===== src/rtl/area_pkg.sv =====
// Shared scan definitions for the area scan generator and the per-node area-judge logic.
package area_pkg;

    localparam int COORD_W = 7;
    localparam logic [COORD_W-1:0] FIRST_ROW = 7'd1;
    localparam logic [COORD_W-1:0] FIRST_COL = 7'd0;

    typedef enum logic [1:0] {
        IDLE,
        SCAN,
        GAP
    } scan_state_t;

endpackage


===== src/rtl/area_coord_step.sv =====
// Next scan coordinate and end-of-frame flag. Raster order by default; the
// serpentine order (even rows descending) is built when SERPENTINE_SCAN_EN is defined.
module area_coord_step
    import area_pkg::*;
#(
    parameter int ROWS = 3,
    parameter int COLS = 8
) (
    input  logic [COORD_W-1:0] row_i,
    input  logic [COORD_W-1:0] col_i,
    output logic [COORD_W-1:0] row_o,
    output logic [COORD_W-1:0] col_o,
    output logic               last_o
);

    localparam logic [COORD_W-1:0] ROW_END = COORD_W'(ROWS);
    localparam logic [COORD_W-1:0] COL_END = COORD_W'(COLS - 1);
    localparam logic [COORD_W-1:0] ONE     = COORD_W'(1);

    always_comb begin
        row_o  = row_i;
        col_o  = col_i;
        last_o = 1'b0;
`ifdef SERPENTINE_SCAN_EN
        // Even rows run right-to-left; a row change keeps the column at the edge.
        if (!row_i[0]) begin
            if (col_i == FIRST_COL) begin
                last_o = (row_i == ROW_END);
                row_o  = row_i + ONE;
            end else begin
                col_o = col_i - ONE;
            end
        end else begin
            if (col_i == COL_END) begin
                last_o = (row_i == ROW_END);
                row_o  = row_i + ONE;
            end else begin
                col_o = col_i + ONE;
            end
        end
`else
        if (col_i == COL_END) begin
            last_o = (row_i == ROW_END);
            row_o  = row_i + ONE;
            col_o  = FIRST_COL;
        end else begin
            col_o = col_i + ONE;
        end
`endif
        if (last_o) begin
            row_o = FIRST_ROW;
            col_o = FIRST_COL;
        end
    end

endmodule


===== src/rtl/area_scan_gen.sv =====
// Scan-position generator walking (row, col) over the LED grid with per-position dwell.
// Optional serpentine order via SERPENTINE_SCAN_EN (see area_coord_step).
//   state | meaning
//   IDLE  | no frame active, coordinates parked at (1,0)
//   SCAN  | live position driven, dwell counted while pos_ready
//   GAP   | blank cycles after the last position of a frame
module area_scan_gen
    import area_pkg::*;
#(
    parameter int ROWS    = 3,
    parameter int COLS    = 8,
    parameter int DWELL   = 4,
    parameter int GAP_CYC = 2
) (
    input  logic               clk,
    input  logic               rst_n,
    input  logic               start,
    input  logic               continuous,
    input  logic               abort,
    input  logic               pos_ready,
    output logic [COORD_W-1:0] row_now,
    output logic [COORD_W-1:0] col_now,
    output logic               pos_valid,
    output logic               busy,
    output logic               frame_done
);

    localparam int DW = $clog2(DWELL + 1);
    localparam int GW = (GAP_CYC > 0) ? $clog2(GAP_CYC + 1) : 1;
    localparam logic [DW-1:0] DWELL_LAST = DW'(DWELL - 1);
    localparam logic [DW-1:0] DW_ONE     = DW'(1);
    localparam logic [GW-1:0] GAP_LOAD   = (GAP_CYC > 0) ? GW'(GAP_CYC - 1) : '0;
    localparam logic [GW-1:0] GW_ONE     = GW'(1);

    scan_state_t        state_q, state_d;
    logic [COORD_W-1:0] row_q, row_d;
    logic [COORD_W-1:0] col_q, col_d;
    logic [DW-1:0]      dwell_q, dwell_d;
    logic [GW-1:0]      gap_q, gap_d;
    logic               done_q, done_d;

    logic [COORD_W-1:0] nxt_row;
    logic [COORD_W-1:0] nxt_col;
    logic               nxt_last;

    area_coord_step #(
        .ROWS (ROWS),
        .COLS (COLS)
    ) u_step (
        .row_i  (row_q),
        .col_i  (col_q),
        .row_o  (nxt_row),
        .col_o  (nxt_col),
        .last_o (nxt_last)
    );

    always_ff @(posedge clk or negedge rst_n) begin
        if (!rst_n) begin
            state_q <= IDLE;
            row_q   <= FIRST_ROW;
            col_q   <= FIRST_COL;
            dwell_q <= '0;
            gap_q   <= '0;
            done_q  <= 1'b0;
        end else begin
            state_q <= state_d;
            row_q   <= row_d;
            col_q   <= col_d;
            dwell_q <= dwell_d;
            gap_q   <= gap_d;
            done_q  <= done_d;
        end
    end

    always_comb begin
        state_d = state_q;
        row_d   = row_q;
        col_d   = col_q;
        dwell_d = dwell_q;
        gap_d   = gap_q;
        done_d  = 1'b0;
        case (state_q)
            IDLE: begin
                if (start) begin
                    state_d = SCAN;
                    row_d   = FIRST_ROW;
                    col_d   = FIRST_COL;
                    dwell_d = '0;
                end
            end
            SCAN: begin
                if (pos_ready) begin
                    if (dwell_q == DWELL_LAST) begin
                        dwell_d = '0;
                        row_d   = nxt_row;
                        col_d   = nxt_col;
                        if (nxt_last) begin
                            if (GAP_CYC > 0) begin
                                state_d = GAP;
                                gap_d   = GAP_LOAD;
                            end else if (!continuous) begin
                                state_d = IDLE;
                                done_d  = 1'b1;
                            end
                        end
                    end else begin
                        dwell_d = dwell_q + DW_ONE;
                    end
                end
            end
            GAP: begin
                if (gap_q == '0) begin
                    if (continuous) begin
                        state_d = SCAN;
                    end else begin
                        state_d = IDLE;
                        done_d  = 1'b1;
                    end
                end else begin
                    gap_d = gap_q - GW_ONE;
                end
            end
            default: state_d = IDLE;
        endcase
        // abort wins over start, advance and frame-end in the same cycle
        if (abort) begin
            state_d = IDLE;
            row_d   = FIRST_ROW;
            col_d   = FIRST_COL;
            dwell_d = '0;
            gap_d   = '0;
            done_d  = 1'b0;
        end
    end

    assign row_now    = row_q;
    assign col_now    = col_q;
    assign pos_valid  = (state_q == SCAN);
    assign busy       = (state_q != IDLE);
    assign frame_done = done_q;

endmodule


===== config.mk =====
export PLATFORM = sky130hd
export DESIGN_NAME = area_scan_gen
export DESIGN_NICKNAME = d
export VERILOG_FILES = /design/src/rtl/area_pkg.sv /design/src/rtl/area_coord_step.sv /design/src/rtl/area_scan_gen.sv
export SDC_FILE = /design/constraint.sdc
export NUM_CORES = 1
export LEC_CHECK = 0
export CAP_MARGIN = 20
export CORE_MARGIN = 4
export CORE_UTILIZATION = 52
export CTS_CLUSTER_DIAMETER = 100
export DETAILED_ROUTE_END_ITERATION = 8
export GPL_TIMING_DRIVEN = 0
export PLACE_DENSITY_LB_ADDON = 0.15
export SYNTH_ARGS = -nofsm -noshare
export SYNTH_HDL_FRONTEND = slang
export SYNTH_SLANG_ARGS = --single-unit
export TNS_END_PERCENT = 50

===== constraint.sdc =====
create_clock -name clk -period 2.2 [get_ports clk]
set_clock_uncertainty 0.15 [all_clocks]
set_input_delay 0.22 -clock clk [delete_from_list [all_inputs] [get_ports clk]]
set_output_delay 0.22 -clock clk [all_outputs]
set_load 0.1 [all_outputs]

# Yosys cells after proc, flatten, opt, wreduce, memory -nomap -nowiden
# Index checks and enable logic that the tools add are counted.
[totals]
reg_bits = 22
inputBits = 6
out_inout_bits = 17
wordCells = 70
[classes]
addsub = 4
eq_ne = 12
mux = 38
reduce_logical = 10
[ops]
columns = ["cell", "count"]
rows = [
  ["$mux W7", 12],
  ["$pmux W7 S2", 2],
  ["$mux W2", 11],
  ["$reduce_and A5 Y1", 3],
  ["$add A7 B1 Y7 const B", 2],
  ["$mux W3", 4],
  ["$ne A3 B3 Y1 const B", 4],
  ["$eq A7 B2 Y1 const B", 1],
  ["$eq A7 B3 Y1 const B", 1],
  ["$mux W1", 6],
  ["$ne A3 B2 Y1 const B", 2],
  ["$pmux W2 S3", 1],
  ["$pmux W3 S2", 1],
  ["$reduce_bool A3 Y1", 2],
  ["$logic_not A2 Y1", 2],
  ["$ne A4 B2 Y1 const B", 1],
  ["$pmux W2 S2", 1],
  ["$reduce_and A4 Y1", 1],
  ["$add A3 B1 Y3 const B", 1],
  ["$eq A3 B2 Y1 const B", 1],
  ["$reduce_and A3 Y1", 1],
  ["$eq A2 B1 Y1 const B", 1],
  ["$eq A2 B2 Y1 const B", 1],
  ["$reduce_bool A2 Y1", 1],
  ["$sub A2 B1 Y2 const B", 1],
]

# Logic depth before layout (Yosys ltp)
[logic_depth]
word_depth = 7
ltp_mapped = 6
ltp_nobuf = 6

# Hierarchy
# From an unflattened synthesis, not the netlist that was laid out.
[hier_totals]
hier_cells = 126
area_unflattened_um2 = 1340.0
[modules_own_cells]
columns = ["module", "instances", "cells_per_inst", "area_per_inst_um2", "seq_area_each_um2"]
rows = [
  ["area_scan_gen", 1, 81, 1008.5, 551.8],
  ["area_coord_step", 1, 45, 331.6, 0.0],
]

# Least setup slack after synthesis
# Ideal clock, no wire load.
[synth_path]
path_type = "register to register"
start = "reg state_q[0]"
end = "reg gap_q[0]"
setup_ns = 0.128
arrival_time_ns = 2.687
required_ns = 1.922
setup_slack_ns = -0.765
stages_incl_launch_ff = 6
path_buffers = 1
period_less_slack_ns = 2.965
cell_sequence = "dfrtp_1 > buf_6 > nor2b_1 > a221oi_1 > a21oi_1 > mux2_1"
[synth_via]
elab_chain_cells = 3
word_cells_on_any_way = 10
classes_between = "eq/ne (6); mux (2); reduce/logical (2)"
[synth_rtl]
columns = ["element", "line", "text"]
rows = [
  ["start: declaration", "area_scan_gen.sv:35", "scan_state_t state_q, state_d;"],
  ["start signal: assignment", "area_scan_gen.sv:66", "state_q <= state_d;"],
  ["$eq A2 B1 Y1 (*)", "n/a", ""],
  ["net pos_valid", "area_scan_gen.sv:23", "output logic pos_valid,"],
  ["$ne A3 B2 Y1 (no source line) (tied with other cells)", "n/a", ""],
  ["$reduce_and A5 Y1 (no source line) / $mux W2 (equally long branches)", "n/a", ""],
  ["end signal: assignment", "area_scan_gen.sv:70", "gap_q <= gap_d;"],
  ["end: declaration", "area_scan_gen.sv:39", "logic [GW-1:0] gap_q, gap_d;"],
]
# The timed path passes the listed nets; every way through them passes the cells marked *.
# A chain may end at the register's enable or synchronous reset.

# Worst setup path in the final report
[layout_path]
start = "reg row_q[0] (netlist: row_now[0])"
end = "out row_now[0]"
[layout_rtl]
columns = ["element", "line", "text"]
rows = [
  ["start: declaration", "area_scan_gen.sv:36", "logic [COORD_W-1:0] row_q, row_d;"],
  ["start signal: assignment", "area_scan_gen.sv:67", "row_q <= row_d;"],
  ["end: declaration", "area_scan_gen.sv:21", "output logic [COORD_W-1:0] row_now,"],
]
# No word-level cell between the ends.

==> results.json <==
{
  "max-slew-margin-rel_pct": 34.2,
  "crit_slowest_cell": "clkdlybuf4s15_1",
  "tns_ns": 0,
  "io_pins": 23,
  "rows": 18,
  "fp.dieH_um": 59,
  "grt_pass1_wl_mm": 4.76,
  "gp_congestion": 0.740,
  "start_util_pct": 54.6,
  "fillers": 215,
  "path_clk_slew_ns": 0.12,
  "die_w_um": 59,
  "synthSimpleGateAreaFrac_pct": 25.4,
  "cap_violations": 0,
  "muxShareOfSynthArea_pct": 5.09,
  "synth_top_family_by_area": "simple AND/OR/NAND/NOR gates",
  "hold_violations": 0,
  "cts_buffers": 3,
  "placed_cells": 184,
  "pre_cts_slack_ns": -0.0176,
  "vias": 1117,
  "path_delay_family": "buffers and inverters",
  "antenna_found_initial": 0,
  "detail-route-antenna-nets": 0,
  "core_sq_mm": 0.00248,
  "synth_area_sq_mm": 0.00135,
  "root_buffer": "clkbuf_4",
  "synth_nets": 142,
  "fin_nets": 171,
  "synth_edf_count": 0,
  "synth_cell_type_count": 49,
  "grt_max_degree": 23,
  "final_core_util_pct": 68.2,
  "area_growth_pct": 24.9,
  "cp_cell_sequence": "clkdlybuf4s15_1",
  "yosysMostFrequentCell": "dfrtp_1",
  "cp-end-kind": "output port",
  "syn_inst": 132,
  "overflow": 0,
  "synth_top_area_share_pct": 38.9,
  "cts_tree": "done",
  "required_ns": 1.83,
  "report.power.total_mw": 1.70,
  "drt_iter0_markers": 35,
  "post_cts.repair.setup_buffers": 0,
  "cp_max_fo": 4,
  "post-route-period-util_pct": 97.5,
  "h-tree-depth": 1,
  "postLayoutSetupSlackWorst_ns": 0.0542,
  "vdd_ir_drop_max_uv": 885,
  "period_minus_slack_ns": 2.15,
  "grt_util_all_layers_pct": 18.1,
  "stdcell_count": 190,
  "synthAdderAreaFrac_pct": 3.70,
  "drive_above_1_share_pct": 24.4,
  "async_flop_share_pct": 100,
  "yosysTopAreaCell": "dfrtp_1",
  "synthFlopType": "dfrtp_1",
  "path_class": "register to output port",
  "clock_latency_ns": 0.30,
  "die_area_sq_mm": 0.00348,
  "leakagePower_nw": 0.763,
  "synth_top_cells_by_area": "dfrtp_1 (39%), ha_1 (3.7%), a211oi_1 (2.8%)",
  "n_antenna_cell": 0,
  "grt_util_met2_pct": 29.8,
  "wirelength_mm": 2.82,
  "worstPathArrival_ns": 1.78,
  "cts_sinks": 22,
  "slowest_delay_ns": 0.82,
  "vias_per_cell": 5.88,
  "ys_seq_elements": 22,
  "grt_pass1_vias": 1058,
  "wire_per_inst_um": 14.8,
  "busiest_layer": "met2",
  "rsz0062_at_grt": "false",
  "fmax_mhz": 466,
  "finalSetupViolations": 0,
  "p_per_area_mw_per_mm2": 1000,
  "use_met3_pct": 1.96,
  "syn_avg_cell_area_sq_um": 10.2,
  "synthXorXnorAreaFrac_pct": 0,
  "crit_buf_inv": 1,
  "clockBufferDepth": 2,
  "synth_seq_area_share_pct": 40.8,
  "drc": 0,
  "synth_commonest_cells": "dfrtp_1 (21), nor2_1 (9), inv_1 (8)",
  "status": "finished, final reports clean",
  "synth_compound_area_share_pct": 21.0,
  "worst-slew-pin-transition_ns": 0.986,
  "use_met1_pct": 23.7,
  "io_buffers": 22,
  "cp-start-kind": "register",
  "dr.pass1.iters": 4,
  "post-dp-hpwl_mm": 2.14,
  "slew_violations": 0,
  "yosysWarnings": 0,
  "hold_path_class": "input port to register"
}
## cells in the final DEF (no fill, tap or decap), types with 3 or more instances in the layout
cell type / Yosys / final
dfrtp_1: 21 / 12
o21ai_0: 6 / 6
clkbuf_4: 0 / 3
inv_1: 8 / 8
clkdlybuf4s50_1: 0 / 5
nand3_1: 5 / 5
a21oi_1: 6 / 5
nand2b_1: 3 / 3
a21oi_2: 2 / 3
nor2_1: 9 / 9
ha_1: 4 / 4
dfrtp_2: 0 / 9
nand2_1: 7 / 7
dlygate4sd2_1: 0 / 13
o2bb2ai_1: 4 / 4
a211oi_1: 5 / 5
or3_1: 5 / 5
## what timing repair did
item                                   CTS  global route
resized for setup                       20             3
endpoints found under the hold margin    0             1
hold buffers                             0             1
gates cloned                             0             0
setup endpoints to repair               16             4
## area by class of cell
| type | instances | area [sq um] | share of cell area, % |
|---|---|---|---|
| inverters | 8 | 30.0 | 1.78 |
| repair buffers | 24 | 244 | 14.4 |
| flip-flops and latches | 22 | 567 | 33.6 |
| multi-input cells | 99 | 761 | 45.0 |
| well taps | 30 | 37.5 | 2.22 |
| plain buffers | 3 | 23.8 | 1.41 |
| clock buffers | 4 | 26.3 | 1.56 |
## sequential cells by signal, summed over array words and instances, names as in the netlist
signal      cells
col_now         7
dwell_q         3
frame_done      1
gap_q           2
row_now         7
state_q         2
## kinds of logic after synthesis
family / after synthesis
buffers and inverters: 11
flip-flops: 22
multiplexers: 6
AND/OR/NAND/NOR: 52
adder cells (fa/ha/maj): 4
AO/OA/AOI/OAI: 37
## per-layer routing
layer | share of wire, % | vias to the layer above
met5 | 0 | -
met4 | 1.4 | 0
met3 | 3.7 | 5
met2 | 49 | 22
met1 | 46 | 542
li1 | - | 548
## per-stage QoR
step,hold slack (ns),cell area [sq um]
after detailed placement,0.328,1640
after floorplan,-0.226,1380
after global placement,0.322,1640
after CTS,0.322,1650
final,0.327,1690
after global routing,0.314,1690
## final timing paths
| path | startpoint | slack [ns] | end | cells past startpoint |
|---|---|---|---|---|
| min in group asynchronous | rst_n | 0.49 | col_now[3] | 2 |
| max reg2reg | row_now[0] | 0.11 | gap_q[0] | 5 |
| min reg2reg | gap_q[1] | 0.35 | gap_q[1] | 1 |
| min | continuous | 0.33 | frame_done | 2 |
| max | row_now[0] | 0.05 | row_now[0] | 1 |
| max in group asynchronous | rst_n | 0.97 | row_now[0] | 3 |
## where the power goes
| group | total, mW | switching, mW | internal, mW |
|---|---|---|---|
| Sequential | 0.547 | 0.0642 | 0.483 |
| Clock | 0.189 | 0.119 | 0.0707 |
| Combinational | 0.959 | 0.664 | 0.295 |
Note: power is estimated with default switching activity, not from simulation.
